==> src/rtl/fuzz_seq_pkg.sv <==
// Shared types, constants and helpers for the fuzz stimulus sequencer.
package fuzz_seq_pkg;

  typedef enum logic [2:0] {
    ST_IDLE,
    ST_DRIVE,
    ST_SETTLE,
    ST_SAMPLE,
    ST_DONE
  } state_t;

  localparam logic [31:0] LFSR_POLY = 32'h0040_0007;
  localparam int          CNT_W     = 32;
  localparam int          POP_MAX_W = 64;

  // Counts set bits among the low 'width' bits of v (width <= POP_MAX_W).
  function automatic logic [6:0] popcount(input logic [POP_MAX_W-1:0] v, input int width);
    logic [6:0] n;
    n = '0;
    for (int i = 0; i < POP_MAX_W; i++) begin
      if (i < width) n = n + {6'b0, v[i]};
    end
    return n;
  endfunction

endpackage

==> src/rtl/lfsr32.sv <==
// 32-bit left-shifting Galois LFSR with seed load and advance enable.
module lfsr32
  import fuzz_seq_pkg::*;
#(
  parameter logic [31:0] SEED = 32'h0000_0001
) (
  input  logic        clk,
  input  logic        rst_n,
  input  logic        load,
  input  logic        adv,
  output logic [31:0] value
);

  // An all-zero state would lock up the register, so a zero seed becomes 1.
  localparam logic [31:0] SEED_EFF = (SEED == 32'h0) ? 32'h0000_0001 : SEED;

  // Seed on reset or load; otherwise step once per advance.
  always_ff @(posedge clk or negedge rst_n) begin
    if (!rst_n) begin
      value <= SEED_EFF;
    end else if (load) begin
      value <= SEED_EFF;
    end else if (adv) begin
      value <= {value[30:0], 1'b0} ^ (value[31] ? LFSR_POLY : 32'h0);
    end
  end

endmodule

==> src/rtl/fuzz_seq_ctrl.sv <==
// Clocked stimulus sequencer: drives pseudo-random vectors into a
// combinational DUT, waits a settle time, then tallies Z / non-Z output bits.
module fuzz_seq_ctrl
  import fuzz_seq_pkg::*;
#(
  parameter int          IN_WIDTH  = 8,
  parameter int          OUT_WIDTH = 8,
  parameter int          CYCLES    = 20,
  parameter int          SETTLE    = 1,
  parameter logic [31:0] SEED      = 32'h0000_0001
) (
  input  logic                 clk,
  input  logic                 rst_n,
  input  logic                 start,
  output logic [IN_WIDTH-1:0]  stim,
  input  logic [OUT_WIDTH-1:0] obs_flat,
  input  logic [OUT_WIDTH-1:0] obs_z,
  output logic                 busy,
  output logic                 done,
  output logic                 rec_valid,
  output logic [OUT_WIDTH-1:0] rec_out,
  output logic [15:0]          iter,
  output logic [CNT_W-1:0]     z_count,
  output logic [CNT_W-1:0]     normal_count
);

  localparam logic [15:0] LAST_ITER = (CYCLES > 0) ? 16'(CYCLES - 1) : 16'd0;

  state_t           state;
  logic [31:0]      settle_cnt;
  logic [31:0]      lfsr_val;
  logic             launch;
  logic [CNT_W-1:0] z_inc;
  logic [CNT_W-1:0] normal_inc;

  function automatic logic [CNT_W-1:0] sat_add(input logic [CNT_W-1:0] a,
                                               input logic [CNT_W-1:0] b);
    logic [CNT_W:0] s;
    s = {1'b0, a} + {1'b0, b};
    return s[CNT_W] ? {CNT_W{1'b1}} : s[CNT_W-1:0];
  endfunction

  // A run may only begin from IDLE, or from DONE once done has been shown.
  always_comb begin
    launch     = start && ((state == ST_IDLE) || ((state == ST_DONE) && done));
    z_inc      = CNT_W'(popcount(POP_MAX_W'(obs_z), OUT_WIDTH));
    normal_inc = CNT_W'(OUT_WIDTH) - z_inc;
  end

  lfsr32 #(.SEED(SEED)) u_lfsr (
    .clk   (clk),
    .rst_n (rst_n),
    .load  (launch),
    .adv   (state == ST_DRIVE),
    .value (lfsr_val)
  );

  // Sequencer FSM with all outputs registered.
  always_ff @(posedge clk or negedge rst_n) begin
    if (!rst_n) begin
      state        <= ST_IDLE;
      stim         <= '0;
      busy         <= 1'b0;
      done         <= 1'b0;
      rec_valid    <= 1'b0;
      rec_out      <= '0;
      iter         <= '0;
      z_count      <= '0;
      normal_count <= '0;
      settle_cnt   <= '0;
    end else begin
      rec_valid <= 1'b0;
      if (launch) begin
        iter         <= '0;
        z_count      <= '0;
        normal_count <= '0;
        done         <= 1'b0;
        if (CYCLES == 0) begin
          state <= ST_DONE;
          busy  <= 1'b0;
        end else begin
          state <= ST_DRIVE;
          busy  <= 1'b1;
        end
      end else begin
        case (state)
          ST_DRIVE: begin
            stim       <= lfsr_val[IN_WIDTH-1:0];
            settle_cnt <= 32'(SETTLE);
            state      <= ST_SETTLE;
          end
          ST_SETTLE: begin
            settle_cnt <= settle_cnt - 32'd1;
            if (settle_cnt <= 32'd1) state <= ST_SAMPLE;
          end
          ST_SAMPLE: begin
            z_count      <= sat_add(z_count, z_inc);
            normal_count <= sat_add(normal_count, normal_inc);
            rec_out      <= obs_flat;
            rec_valid    <= 1'b1;
            if (iter == LAST_ITER) begin
              state <= ST_DONE;
              busy  <= 1'b0;
            end else begin
              iter  <= iter + 16'd1;
              state <= ST_DRIVE;
            end
          end
          // done rises one edge after DONE is entered.
          ST_DONE: done <= 1'b1;
          default: state <= ST_IDLE;
        endcase
      end
    end
  end

endmodule

==> config.mk <==
export PLATFORM = sky130hd
export DESIGN_NAME = fuzz_seq_ctrl
export DESIGN_NICKNAME = d
export VERILOG_FILES = /design/src/rtl/fuzz_seq_pkg.sv /design/src/rtl/lfsr32.sv /design/src/rtl/fuzz_seq_ctrl.sv
export SDC_FILE = /design/constraint.sdc
export NUM_CORES = 1
export LEC_CHECK = 0
export ABC_AREA = 1
export ABC_CLOCK_PERIOD_IN_PS = 3200
export CELL_PAD_IN_SITES_DETAIL_PLACEMENT = 1
export CELL_PAD_IN_SITES_GLOBAL_PLACEMENT = 1
export CORE_ASPECT_RATIO = 1.5
export CORE_MARGIN = 3
export CORE_UTILIZATION = 42
export CTS_BUF_LIST = sky130_fd_sc_hd__clkbuf_4
export CTS_CLUSTER_SIZE = 25
export DETAILED_ROUTE_END_ITERATION = 10
export PLACE_DENSITY_LB_ADDON = 0.2
export SYNTH_ARGS = -nofsm -noshare
export SYNTH_HDL_FRONTEND = slang
export SYNTH_SLANG_ARGS = --single-unit
export TNS_END_PERCENT = 100
==> constraint.sdc <==
create_clock -name clk -period 3.2 [get_ports clk]
set_clock_uncertainty 0.15 [all_clocks]
set_input_delay 0.64 -clock clk [delete_from_list [all_inputs] [get_ports clk]]
set_output_delay 0.64 -clock clk [all_outputs]
set_load 0.02 [all_outputs]
==> results.yml <==
status:
  status: "finished with violations"
  violations: "negative setup slack"
route:
  wl_per_cell_um: 24.7
  vias: 13963
  post-route-drc-count: 0
  drtIter0Drc: 905
  routed_wl_um: 58000
  vias_per_cell: 5.94
  drt_pass1_iterations: 5
  ant_nets: 0
global_route:
  grt_antenna_before_repair: 2
  grt_start_max_net_pins: 72
  overflow: 0
  grtUsageTotal: 0.336
  grt_pass1_vias: 14306
  grt_first_pass_wirelength_um: 75800
setup_path:
  worstPathRequired_ns: 3.58
  cp_max_fo: 6
  r2r-start: "normal_count[0]$_DFFE_PN0P_"
  cpPeakStageDelay_ns: 0.58
  cp_common_cell: "nand2_2"
  critPathKind: "input port to flop"
  crit_path_start_kind: "input port"
  reg2reg_slack_ns: 0.51
  crit_path_top_delay_cell: "fa_1"
  r2r_cells: 15
  rr_endpoint: "normal_count[30]$_DFFE_PN0P_"
  cp-end-kind: "flop"
  arrival_ns: 5.56
timing:
  tns_ns: -97.55
  period_minus_slack_ns: 5.17
  drv_slew: 0
  final_hold_viol_count: 0
  fin_crit_sh: 1.62
  grt_setup_unrepaired: "yes"
  tightest_slew_ns: 0.954
  finalSetupViolations: 64
  fmax_mhz: 193
  hold_ws_ns: 0.350
  relSlewSlack: 0.364
  setup_slack_ns: -1.97
placement:
  place_area_um2: 14100
  port_buffers: 117
  place_hpwl_um: 32200
  finalWeightedCongestion: 0.981
min_path:
  min_to: "settle_cnt[30]$_DFFE_PN0P_"
  holdPathStages: 1
  min_path_type: "flop to flop"
  min-delay-start: "settle_cnt[30]$_DFFE_PN0P_"
run:
  drv_cap: 0
logic_synthesis:
  synth_nets: 1729
  ys.flop_type: "dfrtp_1"
  syn_inst: 1683
  synthDistinctLibCells: 43
  yosysWarnings: 0
  ys_seq_elements: 166
  netlist_area_um2: 11100
  synth-seq-area-share: 0.373
  syn_avg_cell_area_um2: 6.62
  async_flop_share: 1.00
  synth_edf_count: 0
power:
  power.internal_w: 0.00517
  switching_share: 0.492
  combPwrFrac: 0.571
  power.density_nw_per_um2: 625
  p_leak_nw: 8.40
  pwr-share-seq: 0.294
  power.total_w: 0.0102
  peakVddDrop_uv: 481
  power.switching_w: 0.00500
  clkPwrFrac: 0.135
floorplanning:
  ioPinCount: 118
  die-width_um: 139
  core_area_um2: 25900
  dieArea_um2: 28500
  start_util: 0.429
  chipHeight_um: 205
  rows: 72
cts:
  clock_path_buffers: 2
  root_buffer: "clkbuf_4"
  cts.sinks: 166
  clk_latency_ns: 0.64
  htreeDepth: 4
  cts_buffers: 17
  cts_tree: "done"
  cts.clk_slew.worst_paths_ns: 0.17
final_layout:
  layout-drive-gt1-share: 0.290
  nNetsFinal: 2047
  area_growth_pct: 46.1
  fill_cells: 3291
  fin_area_um2: 16300
-- layout make-up --
cell class / count / area, um^2 / area share
multi-input combinational: 1230 / 7340 / 0.451
sequential: 166 / 4160 / 0.255
timing repair buffer: 338 / 3090 / 0.190
inverter: 248 / 972 / 0.0598
tap: 333 / 417 / 0.0256
clock inverter: 14 / 154 / 0.00946
clock buffer: 18 / 135 / 0.00831
antenna: 2 / 5.00 / 0.000308
-- kinds of logic after synthesis --
group,count (synthesis),share of synthesized area
and+or+nand+nor,957,0.357
xor gates and xnor gates,45,0.0354
AOI/OAI and AO/OA,200,0.0967
buffers and inverters,288,0.103
DFF,166,0.373
adders and majority gates,27,0.0344
-- worst max-delay path, delay by kind of cell --
kind	cells	cell delay, ns
AND/OR/NAND/NOR	14	1.51
buffers and inverters	9	0.79
adder cells (fa/ha/maj)	6	2.25
AO/OA/AOI/OAI	1	0.34
-- state kept, by name, summed over array words and instances (netlist names), 3 cells and up --
signal / count
state: 3
rec_out: 8
stim: 8
u_lfsr.value: 32
settle_cnt: 32
iter: 16
z_count: 32
normal_count: 32
-- what timing repair did --
item                       CTS  global route
resized for setup          270           178
buffers inserted            25            14
hold buffers                 1             0
pin swaps                   80            90
setup endpoints to repair   64            64
cloned                       3             1
hold endpoints to repair    59             0
-- per-layer routing --
layer	track usage	part of all wire	vias to the layer above
met1	0.321	0.32	6785
li1	-	-	5958
met2	0.639	0.51	800
met3	0.0577	0.065	420
met5	0	0	-
met4	0.244	0.10	0
-- power groups by stage --
stage                     registers, W  logic, W  clock network [W]
final                          0.00299   0.00580            0.00137
after global routing           0.00304   0.00624            0.00147
after CTS                      0.00295   0.00527            0.00138
after detailed placement       0.00298   0.00479                  0
after global placement         0.00295   0.00456                  0
after floorplan                0.00314   0.00258                  0
-- metrics by stage --
| stage | setup WS (ns) | utilization | instances |
|---|---|---|---|
| after global placement | -3.30 | 0.542 | 2272 |
| after floorplan | -1.70 | - | 1683 |
| after global routing | -2.15 | 0.627 | 2349 |
| final | -1.97 | 0.627 | 2349 |
| after detailed placement | -3.46 | 0.542 | 2272 |
| after CTS | -1.51 | 0.598 | 2333 |
-- cells in the final DEF (no fill, tap or decap), types with 32 or more instances in the layout --
master / instances
a21oi_1: 41
buf_4: 181
clkdlybuf4s50_1: 113
dfrtp_1: 165
inv_1: 224
nand2_1: 455
nand2_2: 93
nand2_4: 32
nand3_1: 69
nand3_2: 46
nor2_1: 105
nor2_4: 41
nor3_1: 32
o21ai_0: 61
o21ai_1: 32
xor2_1: 32
-- synth_stat cells (2+ instances only) --
library cell    n  area (um^2)
ha_1           21          263
buf_6           7         78.8
o21ai_0        95          475
o21ai_1         5         25.0
buf_2           2         10.0
nand3_1       114          571
nand2_2         3         18.8
clkinv_1        2         7.51
nand4_1        24          150
and2_1          3         18.8
nor4_1          6         37.5
dfrtp_1       165         4130
o31ai_1         5         37.5
o22ai_1        27          169
a31oi_1         3         18.8
nor3b_1         2         15.0
xnor2_1        10         87.6
fa_1            6          120
nor3_1         34          170
a21oi_1        59          295
nand2_1       577         2170
or2_2           6         37.5
nand3_2        11          110
inv_1         244          916
xor2_1         35          307
buf_4           2         15.0
clkbuf_1       27          101
nor2_1        171          642
nor2_2          2         12.5
nand3b_1        2         15.0
-- worst max path at each step --
stage	from	end	depth (start not counted)
after floorplan	obs_z[3]	normal_count[24]$_DFFE_PN0P_	27
after global placement	obs_z[3]	normal_count[26]$_DFFE_PN0P_	25
after detailed placement	obs_z[3]	normal_count[26]$_DFFE_PN0P_	25
after CTS	obs_z[3]	normal_count[17]$_DFFE_PN0P_	27
after global routing	obs_z[3]	normal_count[31]$_DFFE_PN0P_	30
final	obs_z[3]	normal_count[31]$_DFFE_PN0P_	30
Note: power is estimated with default switching activity, not from simulation.
